==> src/rtl/regfile_wb_if.sv <==
// Write-back bus bundle for regfile_wb: ALU/accelerator result inputs,
// scoreboard lookups and the registered register-file write port.
interface regfile_wb_if #(
    parameter int ACC_DEPTH = 4
);
    localparam int CW = $clog2(ACC_DEPTH) + 1;

    logic          alu_valid;
    logic          alu_ready;
    logic [4:0]    alu_rd;
    logic [31:0]   alu_wd;
    logic          acc_valid;
    logic          acc_ready;
    logic [4:0]    acc_rd;
    logic [31:0]   acc_wd;
    logic          issue_valid;
    logic [4:0]    issue_rd;
    logic [4:0]    rs1;
    logic [4:0]    rs2;
    logic          rs1_busy;
    logic          rs2_busy;
    logic          w_en;
    logic [4:0]    rd;
    logic [31:0]   wd;
    logic [CW-1:0] fifo_count;

    modport master (
        output alu_valid, alu_rd, alu_wd,
        output acc_valid, acc_rd, acc_wd,
        output issue_valid, issue_rd, rs1, rs2,
        input  alu_ready, acc_ready, rs1_busy, rs2_busy,
        input  w_en, rd, wd, fifo_count
    );

    modport slave (
        input  alu_valid, alu_rd, alu_wd,
        input  acc_valid, acc_rd, acc_wd,
        input  issue_valid, issue_rd, rs1, rs2,
        output alu_ready, acc_ready, rs1_busy, rs2_busy,
        output w_en, rd, wd, fifo_count
    );
endinterface

==> src/rtl/regfile_wb.sv <==
// Register-file write-back arbiter: ALU vs accelerator FIFO plus busy scoreboard.
// Define WB_FAIR_EN to stop the ALU from starving the FIFO indefinitely.
module regfile_wb #(
    parameter int ACC_DEPTH = 4
) (
    input logic         clk,
    input logic         rst_n,
    regfile_wb_if.slave bus
);
    localparam int PW = $clog2(ACC_DEPTH);
    localparam int CW = PW + 1;

    logic [4:0]    r_mem_rd [ACC_DEPTH];
    logic [31:0]   r_mem_wd [ACC_DEPTH];
    logic [PW-1:0] r_wp;
    logic [PW-1:0] r_rp;
    logic [CW-1:0] r_cnt;
    logic [31:0]   r_busy;
    logic          r_wen;
    logic [4:0]    r_rd;
    logic [31:0]   r_wd;

    logic          w_alu_fire;
    logic          w_push;
    logic          w_pop;
    logic          w_nempty;
    logic [4:0]    w_head_rd;
    logic [31:0]   w_head_wd;
    logic [31:0]   w_set;
    logic [31:0]   w_clr;

    assign w_nempty   = (r_cnt != '0);
    assign w_head_rd  = r_mem_rd[r_rp];
    assign w_head_wd  = r_mem_wd[r_rp];

    // Full blocks pushes outright; a same-cycle pop does not free a slot early.
    assign bus.acc_ready = (r_cnt < CW'(ACC_DEPTH));
    assign w_push        = bus.acc_valid && bus.acc_ready;
    assign w_alu_fire    = bus.alu_valid && bus.alu_ready;
    assign w_pop         = !w_alu_fire && w_nempty;

`ifdef WB_FAIR_EN
    logic [1:0] r_starve;
    logic       w_force;

    assign w_force       = (r_starve == 2'd3);
    assign bus.alu_ready = !w_force;

    always_ff @(posedge clk or negedge rst_n) begin
        if (!rst_n) begin
            r_starve <= '0;
        end else if (w_pop && w_force) begin
            r_starve <= '0;
        end else if (w_alu_fire && w_nempty) begin
            r_starve <= r_starve + 2'd1;
        end
    end
`else
    assign bus.alu_ready = 1'b1;
`endif

    always_ff @(posedge clk) begin
        if (w_push) begin
            r_mem_rd[r_wp] <= bus.acc_rd;
            r_mem_wd[r_wp] <= bus.acc_wd;
        end
    end

    always_ff @(posedge clk or negedge rst_n) begin
        if (!rst_n) begin
            r_wp  <= '0;
            r_rp  <= '0;
            r_cnt <= '0;
        end else begin
            if (w_push) r_wp <= r_wp + 1'b1;
            if (w_pop)  r_rp <= r_rp + 1'b1;
            if (w_push && !w_pop)      r_cnt <= r_cnt + 1'b1;
            else if (w_pop && !w_push) r_cnt <= r_cnt - 1'b1;
        end
    end

    always_comb begin
        w_set = '0;
        w_clr = '0;
        if (bus.issue_valid && bus.issue_rd != 5'd0) w_set[bus.issue_rd] = 1'b1;
        if (w_pop) w_clr[w_head_rd] = 1'b1;
    end

    // Set is applied after clear so a re-issue beats the retiring write.
    always_ff @(posedge clk or negedge rst_n) begin
        if (!rst_n) begin
            r_busy <= '0;
        end else begin
            r_busy <= ((r_busy & ~w_clr) | w_set) & ~32'h1;
        end
    end

    always_ff @(posedge clk or negedge rst_n) begin
        if (!rst_n) begin
            r_wen <= 1'b0;
            r_rd  <= '0;
            r_wd  <= '0;
        end else if (w_alu_fire) begin
            r_wen <= (bus.alu_rd != 5'd0);
            r_rd  <= bus.alu_rd;
            r_wd  <= bus.alu_wd;
        end else if (w_pop) begin
            r_wen <= (w_head_rd != 5'd0);
            r_rd  <= w_head_rd;
            r_wd  <= w_head_wd;
        end else begin
            r_wen <= 1'b0;
        end
    end

    assign bus.rs1_busy   = (bus.rs1 != 5'd0) && r_busy[bus.rs1];
    assign bus.rs2_busy   = (bus.rs2 != 5'd0) && r_busy[bus.rs2];
    assign bus.w_en       = r_wen;
    assign bus.rd         = r_rd;
    assign bus.wd         = r_wd;
    assign bus.fifo_count = r_cnt;
endmodule

==> src/flat_wrapper.sv <==
// flat-port wrapper written by rule: the top's interface ports become plain ports
module regfile_wb_flat 
#(
    parameter int ACC_DEPTH = 4
)
  (clk, rst_n, bus_alu_valid, bus_alu_rd, bus_alu_wd, bus_acc_valid, bus_acc_rd, bus_acc_wd, bus_issue_valid, bus_issue_rd, bus_rs1, bus_rs2, bus_alu_ready, bus_acc_ready, bus_rs1_busy, bus_rs2_busy, bus_w_en, bus_rd, bus_wd, bus_fifo_count);
  regfile_wb_if #(.ACC_DEPTH(ACC_DEPTH)) bus_i ();
  input logic clk;
  input logic rst_n;
  input wire logic [$bits(bus_i.alu_valid)-1:0] bus_alu_valid;
  input wire logic [$bits(bus_i.alu_rd)-1:0] bus_alu_rd;
  input wire logic [$bits(bus_i.alu_wd)-1:0] bus_alu_wd;
  input wire logic [$bits(bus_i.acc_valid)-1:0] bus_acc_valid;
  input wire logic [$bits(bus_i.acc_rd)-1:0] bus_acc_rd;
  input wire logic [$bits(bus_i.acc_wd)-1:0] bus_acc_wd;
  input wire logic [$bits(bus_i.issue_valid)-1:0] bus_issue_valid;
  input wire logic [$bits(bus_i.issue_rd)-1:0] bus_issue_rd;
  input wire logic [$bits(bus_i.rs1)-1:0] bus_rs1;
  input wire logic [$bits(bus_i.rs2)-1:0] bus_rs2;
  output wire logic [$bits(bus_i.alu_ready)-1:0] bus_alu_ready;
  output wire logic [$bits(bus_i.acc_ready)-1:0] bus_acc_ready;
  output wire logic [$bits(bus_i.rs1_busy)-1:0] bus_rs1_busy;
  output wire logic [$bits(bus_i.rs2_busy)-1:0] bus_rs2_busy;
  output wire logic [$bits(bus_i.w_en)-1:0] bus_w_en;
  output wire logic [$bits(bus_i.rd)-1:0] bus_rd;
  output wire logic [$bits(bus_i.wd)-1:0] bus_wd;
  output wire logic [$bits(bus_i.fifo_count)-1:0] bus_fifo_count;
  assign bus_i.alu_valid = bus_alu_valid;
  assign bus_i.alu_rd = bus_alu_rd;
  assign bus_i.alu_wd = bus_alu_wd;
  assign bus_i.acc_valid = bus_acc_valid;
  assign bus_i.acc_rd = bus_acc_rd;
  assign bus_i.acc_wd = bus_acc_wd;
  assign bus_i.issue_valid = bus_issue_valid;
  assign bus_i.issue_rd = bus_issue_rd;
  assign bus_i.rs1 = bus_rs1;
  assign bus_i.rs2 = bus_rs2;
  assign bus_alu_ready = bus_i.alu_ready;
  assign bus_acc_ready = bus_i.acc_ready;
  assign bus_rs1_busy = bus_i.rs1_busy;
  assign bus_rs2_busy = bus_i.rs2_busy;
  assign bus_w_en = bus_i.w_en;
  assign bus_rd = bus_i.rd;
  assign bus_wd = bus_i.wd;
  assign bus_fifo_count = bus_i.fifo_count;
  regfile_wb #(.ACC_DEPTH(ACC_DEPTH)) u_core (.clk(clk), .rst_n(rst_n), .bus(bus_i));
endmodule
==> config.mk <==
export PLATFORM = sky130hd
export DESIGN_NAME = regfile_wb_flat
export DESIGN_NICKNAME = d
export VERILOG_FILES = /design/src/rtl/regfile_wb_if.sv /design/src/rtl/regfile_wb.sv /design/src/flat_wrapper.sv
export SDC_FILE = /design/constraint.sdc
export NUM_CORES = 1
export LEC_CHECK = 0
export ABC_CLOCK_PERIOD_IN_PS = 2000
export CELL_PAD_IN_SITES_DETAIL_PLACEMENT = 0
export CELL_PAD_IN_SITES_GLOBAL_PLACEMENT = 1
export CORE_MARGIN = 4
export CORE_UTILIZATION = 41
export CTS_BUF_LIST = sky130_fd_sc_hd__clkbuf_16
export DETAILED_ROUTE_END_ITERATION = 7
export PLACE_DENSITY = 0.84
export SYNTH_ARGS = -nofsm -noshare
export SYNTH_HDL_FRONTEND = slang
export SYNTH_SLANG_ARGS = --single-unit
==> constraint.sdc <==
create_clock -name clk -period 2 [get_ports clk]
set_input_delay 0.2 -clock clk [delete_from_list [all_inputs] [get_ports clk]]
set_output_delay 0.2 -clock clk [all_outputs]
set_load 0.005 [all_outputs]
After elaboration in Yosys (flattened, before gate mapping)
Memory sizes are Yosys's and may differ from the RTL's.
Index checks and enable logic that the tools add are counted.
{"block": "word_totals", "ff_bits": 76, "latchBits": 0, "ram_bits": 148, "romBits": 0, "in_bits": 94, "out_inout_bits": 45, "memories": 2}
{"name": "u_core.r_mem_wd", "depth": 4, "width": 32, "read_ports": 1, "rd_ports_with_merged_regs": 0, "wr": 1, "line": "regfile_wb.sv:14", "rtl": "logic [31:0] r_mem_wd [ACC_DEPTH];"}
{"name": "u_core.r_mem_rd", "depth": 4, "width": 5, "read_ports": 1, "rd_ports_with_merged_regs": 0, "wr": 1, "line": "regfile_wb.sv:13", "rtl": "logic [4:0] r_mem_rd [ACC_DEPTH];"}
{"block": "op_classes", "add_sub_neg": 4, "n_mul": 0, "div_mod_pow": 0, "order_cmp": 7, "n_eq_ne": 0, "shifts": 0, "n_mux": 20, "bitwise": 3, "reduce_logical": 20}
{"op": "$mux W32", "n": 4}
{"op": "$and A32 B32 Y32", "n": 1}
{"op": "$not A32 Y32", "n": 1}
{"op": "$or A32 B32 Y32", "n": 1}
{"op": "$reduce_bool A5 Y1", "n": 5}
{"op": "$lt A5 B6 Y1 const B", "n": 4}
{"op": "$bmux W1 S5", "n": 2}
{"op": "$demux W1 S5", "n": 2}
{"op": "$ge A5 B1 Y1 const B", "n": 2}
{"op": "$mux W5", "n": 2}
{"op": "$logic_and A1 B1 Y1", "n": 9}
{"op": "$mux W1", "n": 8}
{"op": "$mux W3", "n": 2}
{"op": "$add A2 B1 Y2 const B", "n": 2}
{"op": "$reduce_bool A2 Y1", "n": 2}
{"op": "$add A3 B1 Y3 const B", "n": 1}
{"op": "$logic_not A1 Y1", "n": 3}
{"op": "$lt A3 B3 Y1 const B", "n": 1}
{"op": "$reduce_bool A3 Y1", "n": 1}
{"op": "$sub A3 B1 Y3 const B", "n": 1}

Longest topological paths before layout
An unclocked memory read counts as a cell.
{"block": "depth", "word_depth": 9, "mapped_depth": 9}

Least setup slack after synthesis
OpenSTA, ideal clock, no wires.
{"block": "synth_path", "path_kind": "reg2reg", "start": "reg u_core.r_cnt[2] (netlist: u_core.bus.fifo_count[2])", "end": "mem u_core.r_mem_rd[0][0] (enable)", "setup_time_ns": 0.398, "arrival_ns": 1.695, "setup_slack_ns": -0.093, "path_stages_with_launch": 4, "n_path_buf": 1, "period_less_slack_ns": 2.093, "path_cell_list": "dfrtp_1 > nor2b_1 > clkbuf_1 > and2_1"}
{"block": "synth_via", "elab_chain_len": 4}
{"element": "start, declared", "line": "regfile_wb.sv:17", "rtl": "logic [CW-1:0] r_cnt;"}
{"element": "start signal, assigned", "line": "regfile_wb.sv:77", "rtl": "if (w_push && !w_pop) r_cnt <= r_cnt + 1'b1;"}
{"element": "start signal, assigned", "line": "regfile_wb.sv:78", "rtl": "else if (w_pop && !w_push) r_cnt <= r_cnt - 1'b1;"}
{"element": "$lt A3 B3 Y1", "line": "regfile_wb.sv:37", "rtl": "assign bus.acc_ready = (r_cnt < CW'(ACC_DEPTH));"}
{"element": "$logic_and A1 B1 Y1", "line": "regfile_wb.sv:38", "rtl": "assign w_push = bus.acc_valid && bus.acc_ready;"}
{"element": "named net u_core.w_push", "line": "regfile_wb.sv:24", "rtl": "logic w_push;"}
{"element": "$mux W1", "line": "regfile_wb.sv:63", "rtl": "if (w_push) begin"}
{"element": "$mux W1 (implied by the code)", "line": "regfile_wb.sv:64", "rtl": "r_mem_rd[r_wp] <= bus.acc_rd;"}
{"element": "end, declared", "line": "regfile_wb.sv:13"}
The timed path passes the listed nets, and every way through them passes these cells.

Worst setup path after layout
{"block": "layout_path", "start": "reg u_core.r_busy[7]", "end": "out bus_rs2_busy"}
{"block": "layout_via", "elab_chain_len": 3}
{"element": "start, declared", "line": "regfile_wb.sv:18", "rtl": "logic [31:0] r_busy;"}
{"element": "start signal, assigned", "line": "regfile_wb.sv:94", "rtl": "r_busy <= ((r_busy & ~w_clr) | w_set) & ~32'h1;"}
{"element": "$bmux W1 S5", "line": "regfile_wb.sv:117", "rtl": "assign bus.rs2_busy = (bus.rs2 != 5'd0) && r_busy[bus.rs2];"}
{"element": "$mux W1 (implied by the code)", "line": "regfile_wb.sv:117"}
{"element": "$logic_and A1 B1 Y1", "line": "regfile_wb.sv:117"}
{"element": "end, declared", "line": "flat_wrapper.sv:23", "rtl": "output wire logic [$bits(bus_i.rs2_busy)-1:0] bus_rs2_busy;"}
No other way between the ends. The select of a mux whose other input is x is not followed.

==> results.md <==
Outcome:
- The run finished, with violations left.
- The final reports fail on setup timing.

Pwr:
- For this design the total switching power over the nets is 4.89 mW.
- The worst ir drop on vdd is 635 µV.
- The clock share of power is 24.1%.
- The part of the power in combinational logic is 33.6%.
- The net switching share of the total power is 30.0%.
- Dividing total power by cell area gives a power density of 1310 nW/µm².
- The standby leakage power is 4.65 nW.
- The relative contribution of sequential cells to total power is 42.3%.
- The internal power of the cells is 11.4 mW.

Worst setup path:
- The reg-to-reg endpoint is u_core.bus.w_en$_DFF_PN0_.
- Counting both buffers and inverters, the worst setup path holds a total of 1.
- On the worst path, the slowest cell contributes a delay of 0.47 ns.
- The startpoint identified for the worst register-to-register timing path is u_core.r_rp[0]$_DFFE_PN0P_.
- The required time of the worst setup path is 1.80 ns.
- The slack of the worst reg-to-reg path is 0 ns.
- Traced cell by cell, the critical path runs through mux4_2, nand2b_4, o211ai_1, nand4_1, buf_2.
- The cell with the largest stage delay on the worst path is sky130_fd_sc_hd__mux4_2.
- The family of cells with the greatest summed delay on the critical path is multiplexers.
- The type of element capturing the critical path is an output port.
- The maximum fanout encountered on the critical timing path is 3.
- The type of the setup path with the least slack is flop to output port.
- The data arrival time of the critical path is 1.92 ns.
- STA classifies the critical path startpoint as a flop.
- The startpoint of the worst setup timing path is u_core.r_busy[7]$_DFF_PN0_.
- The worst register-to-register path has a depth of 5.
- The depth of the critical timing path with buffers and inverters included is 5.

Floorplan:
- In this run the core area contains 55 standard-cell rows.
- From bottom edge to top edge, the die measures 159 µm.
- The die boundary width is 159 µm.
- The floorplan step defined a die boundary enclosing 25400 µm².
- Once the floorplan was initialized, standard cells occupied 41.7% of the core.
- After floorplanning, the core was sized to cover 22600 µm².
- The number of top-level pins is 139.

Placed design:
- The number of port buffers is 137.
- The number of placed instances with taps included is 1072.
- The placed wire-length estimate is 15200 µm.
- The final weighted congestion in routability-driven placement is 0.885.
- After detailed placement, the total cell area comes to 11500 µm².

GRT:
- The number of global-route vias before repair is 6159.
- After global routing the overflow that remains totals 0.
- Entering global routing, the biggest net connects 70 pins.
- The number of antenna violations at the first check in global routing was 0.
- The wire length of the first global-routing pass is 34400 µm.
- The overall track demand over capacity in global routing is 16.9%.

Logic synthesis:
- The top cell type by area accounts for 47.3% of the synthesized area.
- The distinct cell type count after synthesis is 38.
- Ranked by instance count, the synthesized netlist is headed by 148 x sky130_fd_sc_hd__edfxtp_1, 106 x sky130_fd_sc_hd__nand2_1, 76 x sky130_fd_sc_hd__dfrtp_1, 58 x sky130_fd_sc_hd__mux2i_1, 41 x sky130_fd_sc_hd__o21ai_0.
- Counting flops with a built-in enable in the synthesized netlist gives 148.
- The register bit count reported by yosys is 224.
- The flip-flop cell with the highest count after synthesis is sky130_fd_sc_hd__edfxtp_1.
- Dividing the synthesized area by the synthesized cell count gives 14.9 µm².
- The fraction of registers with async set or reset after synthesis is 33.9%.
- Yosys printed 0 warnings.
- The synthesized netlist cell count is 633.
- Ranked by total cell area, the synthesized netlist is headed by sky130_fd_sc_hd__edfxtp_1 47%, sky130_fd_sc_hd__dfrtp_1 20%, sky130_fd_sc_hd__mux4_2 9.3%, sky130_fd_sc_hd__mux2i_1 6.2%, sky130_fd_sc_hd__nand2_1 4.2%.
- Synthesis produced a netlist with a net count of 733.
- The biggest area contributor in the post-synthesis netlist is sky130_fd_sc_hd__edfxtp_1.
- The most used standard cell by instance count after synthesis is sky130_fd_sc_hd__edfxtp_1.
- The mapped netlist covers 9410 µm².
- Of the synthesized area, sequential elements account for 67.5%.

STA:
- Of the available clock period, the critical path in the final layout requires 106%.
- The transition time at the pin with the least slew margin is 0.604 ns.
- Setup repair after global routing could not meet its margin everywhere.
- The final hold violation count is 0.
- Measured against its own limit, the worst slew margin works out to 59.6%.
- The highest clock rate is 0.472 GHz.
- The minimum clock period after layout is 2.12 ns.
- The count of endpoints failing setup in the final report is 2.
- The max-slew violation count is 0.
- On the final layout, the worst clock skew is 0.0125 ns.
- The worst-case setup margin in the final layout is -0.121 ns.

Clock tree:
- The root buffer cell is sky130_fd_sc_hd__clkbuf_16.
- The total CTS buffers is 23.
- The largest buffer count on any clock path is 3.
- The clock slew seen by the registers of the worst setup and hold paths is 0.06 ns.
- TritonCTS built the clock tree.
- Clock tree synthesis found a total of 224 sinks.
- CTS built an H-tree with a depth of 1.
- The clock insertion delay at the later pin of the skew report is 0.51 ns.

Drt:
- Before antenna repair, the detailed router went through 5 iterations.
- The number of nets still failing antenna checks after routing is 0.
- The routed via count is 5819.
- Using the TritonRoute via totals, the vias-per-cell ratio works out to 5.19.
- After detailed routing, the average wire length per cell comes to 19.2 µm.
- In the routed design, unresolved DRC markers number 0.
- After the first detailed-routing iteration, the DRC count stood at 385.
- The wire length reported by the detailed router is 21600 µm.

Cells and area:
- The layout net count is 921.
- The end-of-flow core utilization is 54.9%.
- After routing the design area is 12400 µm².
- Compared with the post-synthesis result, the final layout area differs by 31.6%.
- 0 antenna diodes ended up in the layout.
- Excluding fillers, the count of instances in the completed layout stands at 1122.
- The fraction of layout cells with a size suffix above 1 is 20.5%.

Hold path:
- The type of the tightest min-delay check is primary input to async pin.

Job:
- The max-cap check violation count is 0.
-- power by group through the flow --
stage / combinational, mW / sequential (mW) / clock (mW)
2_1_floorplan: 2.77 / 6.73 / 0
3_3_place_gp: 5.04 / 6.92 / 0
3_5_place_dp: 5.14 / 6.90 / 0
4_1_cts: 5.25 / 6.83 / 4.00
5_1_grt: 5.99 / 7.00 / 4.21
6_report: 5.47 / 6.88 / 3.92
-- placed cells by master (no fill, tap or decap), types with 13 or more instances in the layout --
master and count:
sky130_fd_sc_hd__edfxtp_1 148, sky130_fd_sc_hd__clkdlybuf4s50_1 133, sky130_fd_sc_hd__nand2_1 106, sky130_fd_sc_hd__dfrtp_1 74, sky130_fd_sc_hd__mux2i_1 58, sky130_fd_sc_hd__buf_4 43
sky130_fd_sc_hd__mux4_2 39, sky130_fd_sc_hd__o21ai_0 35, sky130_fd_sc_hd__clkbuf_16 23, sky130_fd_sc_hd__o21ai_2 21, sky130_fd_sc_hd__inv_1 17, sky130_fd_sc_hd__nor2_1 13
-- kinds of logic after synthesis --
group / count (synthesis) / synth area share (%)
flip-flops: 224 / 67.5
XOR/XNOR: 6 / 0.559
multiplexers: 98 / 15.6
buffers and inverters: 41 / 1.90
AND/OR/NAND/NOR: 168 / 8.30
AO/OA/AOI/OAI: 89 / 5.21
adder cells (fa/ha/maj): 6 / 0.878
other: 1 / 0.0399
-- stage by stage --
| step | power, mW | hold slack, ns | TNS (ns) | setup WS [ns] |
|---|---|---|---|---|
| 2_1_floorplan | 9.50 | -0.0956 | 0 | 0.0184 |
| 3_3_place_gp | 12.0 | 0.163 | -0.543 | -0.284 |
| 3_5_place_dp | 12.0 | 0.169 | -0.677 | -0.302 |
| 4_1_cts | 16.1 | 0.185 | -0.201 | -0.123 |
| 5_1_grt | 17.2 | 0.215 | -1.37 | -0.188 |
| 6_report | 16.3 | 0.166 | -0.165 | -0.121 |
-- metal layers --
layer	track usage, %	share of wire, %
met5	0	0
met4	4.97	2.0
met3	4.06	7.1
met2	28.1	49
met1	22.4	42
-- final cells by class --
| type | count | area, µm² |
|---|---|---|
| Tap cell | 285 | 357 |
| Sequential cell | 224 | 6350 |
| Fill cell | 1843 | 10200 |
| Inverter | 10 | 37.5 |
| Clock inverter | 18 | 115 |
| Clock buffer | 23 | 576 |
| Multi-Input combinational cell | 368 | 3020 |
| Timing Repair Buffer | 194 | 1920 |
-- registers in the layout, summed over array words and instances (netlist names) --
signal and flops:
u_core.bus.wd 32, u_core.r_busy 31, u_core.bus.fifo_count 3, u_core.r_rp 2
u_core.r_wp 2, u_core.r_mem_wd 128, u_core.bus.w_en 1, u_core.r_mem_rd 20
u_core.bus.rd 5
-- worst max-delay path by stage --
stage	end	slack (ns)
final	bus_rs2_busy	-0.12
after floorplan	u_core.bus.fifo_count[1]$_DFFE_PN0P_	0.02
after detailed placement	bus_rs2_busy	-0.30
after global placement	bus_rs2_busy	-0.28
after global routing	bus_rs2_busy	-0.19
after CTS	bus_rs2_busy	-0.12
-- timing repair --
item                                    in CTS  in global routing
hold buffers                                 1                  0
gates resized for setup                     14                 42
hold endpoints to repair                    26                  0
pin swaps                                    3                 34
endpoints found under the setup margin      10                 38
buffers inserted                             3                  8
(Power assumes the default switching activity.)
==> RTL edit (same settings) <==
`ACC_DEPTH` is set to 4 in 3 places; all go to 8.
--- a/src/rtl/regfile_wb_if.sv
+++ b/src/rtl/regfile_wb_if.sv
@@ -1,7 +1,7 @@
 // Write-back bus bundle for regfile_wb: ALU/accelerator result inputs,
 // scoreboard lookups and the registered register-file write port.
 interface regfile_wb_if #(
-    parameter int ACC_DEPTH = 4
+    parameter int ACC_DEPTH = 8
 );
     localparam int CW = $clog2(ACC_DEPTH) + 1;
 
--- a/src/rtl/regfile_wb.sv
+++ b/src/rtl/regfile_wb.sv
@@ -1,7 +1,7 @@
 // Register-file write-back arbiter: ALU vs accelerator FIFO plus busy scoreboard.
 // Define WB_FAIR_EN to stop the ALU from starving the FIFO indefinitely.
 module regfile_wb #(
-    parameter int ACC_DEPTH = 4
+    parameter int ACC_DEPTH = 8
 ) (
     input logic         clk,
     input logic         rst_n,
--- a/src/flat_wrapper.sv
+++ b/src/flat_wrapper.sv
@@ -1,7 +1,7 @@
 // flat-port wrapper written by rule: the top's interface ports become plain ports
 module regfile_wb_flat 
 #(
-    parameter int ACC_DEPTH = 4
+    parameter int ACC_DEPTH = 8
 )
   (clk, rst_n, bus_alu_valid, bus_alu_rd, bus_alu_wd, bus_acc_valid, bus_acc_rd, bus_acc_wd, bus_issue_valid, bus_issue_rd, bus_rs1, bus_rs2, bus_alu_ready, bus_acc_ready, bus_rs1_busy, bus_rs2_busy, bus_w_en, bus_rd, bus_wd, bus_fifo_count);
   regfile_wb_if #(.ACC_DEPTH(ACC_DEPTH)) bus_i ();
Ports: changed (resized bus_fifo_count); port bits go from 139 to 140. No check against the original RTL was run, so the function may have changed too.
==> RTL edit against the original RTL <==
- the flow still finishes with violations (negative setup slack)
- hold slack improved by 0.041 ns
- sequential share of layout area rose by 3.8 points
- cell area rose by 60%
- power rose by 72%
- wire length rose by 67%
- sequential cell count rose by 151
- synthesized area rose by 59%
- setup slack got worse by 0.42 ns
- critical endpoint is now bus_rs1_busy
- largest cell class unchanged
- largest power group unchanged
- highest routed layer is now met5
==> RTL edit: results (changes against the original RTL) <==
Finish
  – Clock buffer count: 40 (+74%)
  – Clock network area share: 6.13% (+0.55 points)
  – Multi-input logic area: 4420 µm² (+46%)
  – Non-clock buffer count: 238 (+23%)
  – Layout cell share with drive strength beyond 1: 32.4% (+12 points)
  – Nets: 1,148 (+25%)
  – Fill cell count: 2,716 (+47%)
  – Multi-input combinational area share: 22.4% (-2.0 points)
  – NonClk Buf Share: 13.4% (-2.1 points)

Global route
  – Antenna violations before repair: 3 (+3)
  – Vias in the first global route: 8,859 (+44%)

STA
  – Worst setup margin: -0.541 ns (-0.420 ns)
  – Setup Viol. Count Final: 38 (+36)

Routing
  – Met1 Wirelength: 14,700 µm (+61%)
  – Vias per inst: 5.46 (+5.3%)
  – Met3 wire length: 2240 µm (+47%)
  – Routed wl met2: 18,400 µm (+75%)
  – DR WL/cell: 23.4 µm (+22%)
  – Starting DRT DRC Count: 592 (+54%)

Placement
  – Placed Cells: 1,443 (+35%)
  – Buffers on Ports: 138 (+0.73%)
  – DP Wirelength: 22,100 µm (+45%)
  – Placer Congestion: 0.863 (-2.5%)
  – Post-DP Area: 17,700 µm² (+54%)

Logic synthesis
  – Synth cell count leaders: edfxtp_1, mux4_2, dfrtp_1, nand2_1, o21ai_0
  – Mux cell area share after synthesis: 17.2% (+1.6 points)
  – Compound-Gate Fraction of Synth Area: 4.40% (-0.82 points)
  – Adder-Cell Fraction of Synth Area: 0.551% (-0.33 points)
  – FFs w/ async S/R, synth: 21.1% (-13 points)

Clock network
  – Later-pin clock latency in the skew report: 0.53 ns (+0.02 ns)

Pwr
  – VDD IR-drop max: 0.951 mV (+50%)
  – Clock Power Share: 24.3% (+0.2 points)
  – Clk power: 6.79 mW (+73%)
  – Leakage: 6.86 nW (+48%)
  – Flop pwr share: 38.6% (-3.7 points)

Critical path
  – WP data arrival: 2.34 ns (+0.42 ns)

Outcome
  – Violated checks: negative setup slack
  – Run status: complete, but fails checks

Floorplan
  – Die area: 39,700 µm² (+56%)
## RTL edit: cell types whose count changed in the layout (fill, tap and decap cells not counted), sizes merged, moves of 4 or more
cell    delta
buf       +37
mux2i     -20
clkinv    +14
mux4      +52
inv        -9
mux2      +10
a22oi     +24
a222oi     -5
nor2b      -4
edfxtp   +148
nand2     -30
o22ai      +7
and2       -5
clkbuf    +23
## RTL edit: path summary, 6_finish.rpt
kind / start / end / slack [ns] / cells after the start
max in group asynchronous: rst_n / u_core.r_rp[0] / 1.16 / 3
hold / removal: rst_n / u_core.bus.fifo_count[3] / 0.21 / 2
setup / recovery: u_core.r_busy[21] / bus_rs1_busy / -0.54 / 5
setup reg to reg: u_core.r_rp[0] / u_core.r_busy[13] / -0.17 / 8
hold reg to reg: u_core.bus.wd[3] / u_core.bus.wd[3] / 0.51 / 2
min in group clk: bus_alu_valid / u_core.bus.fifo_count[2] / 0.24 / 5
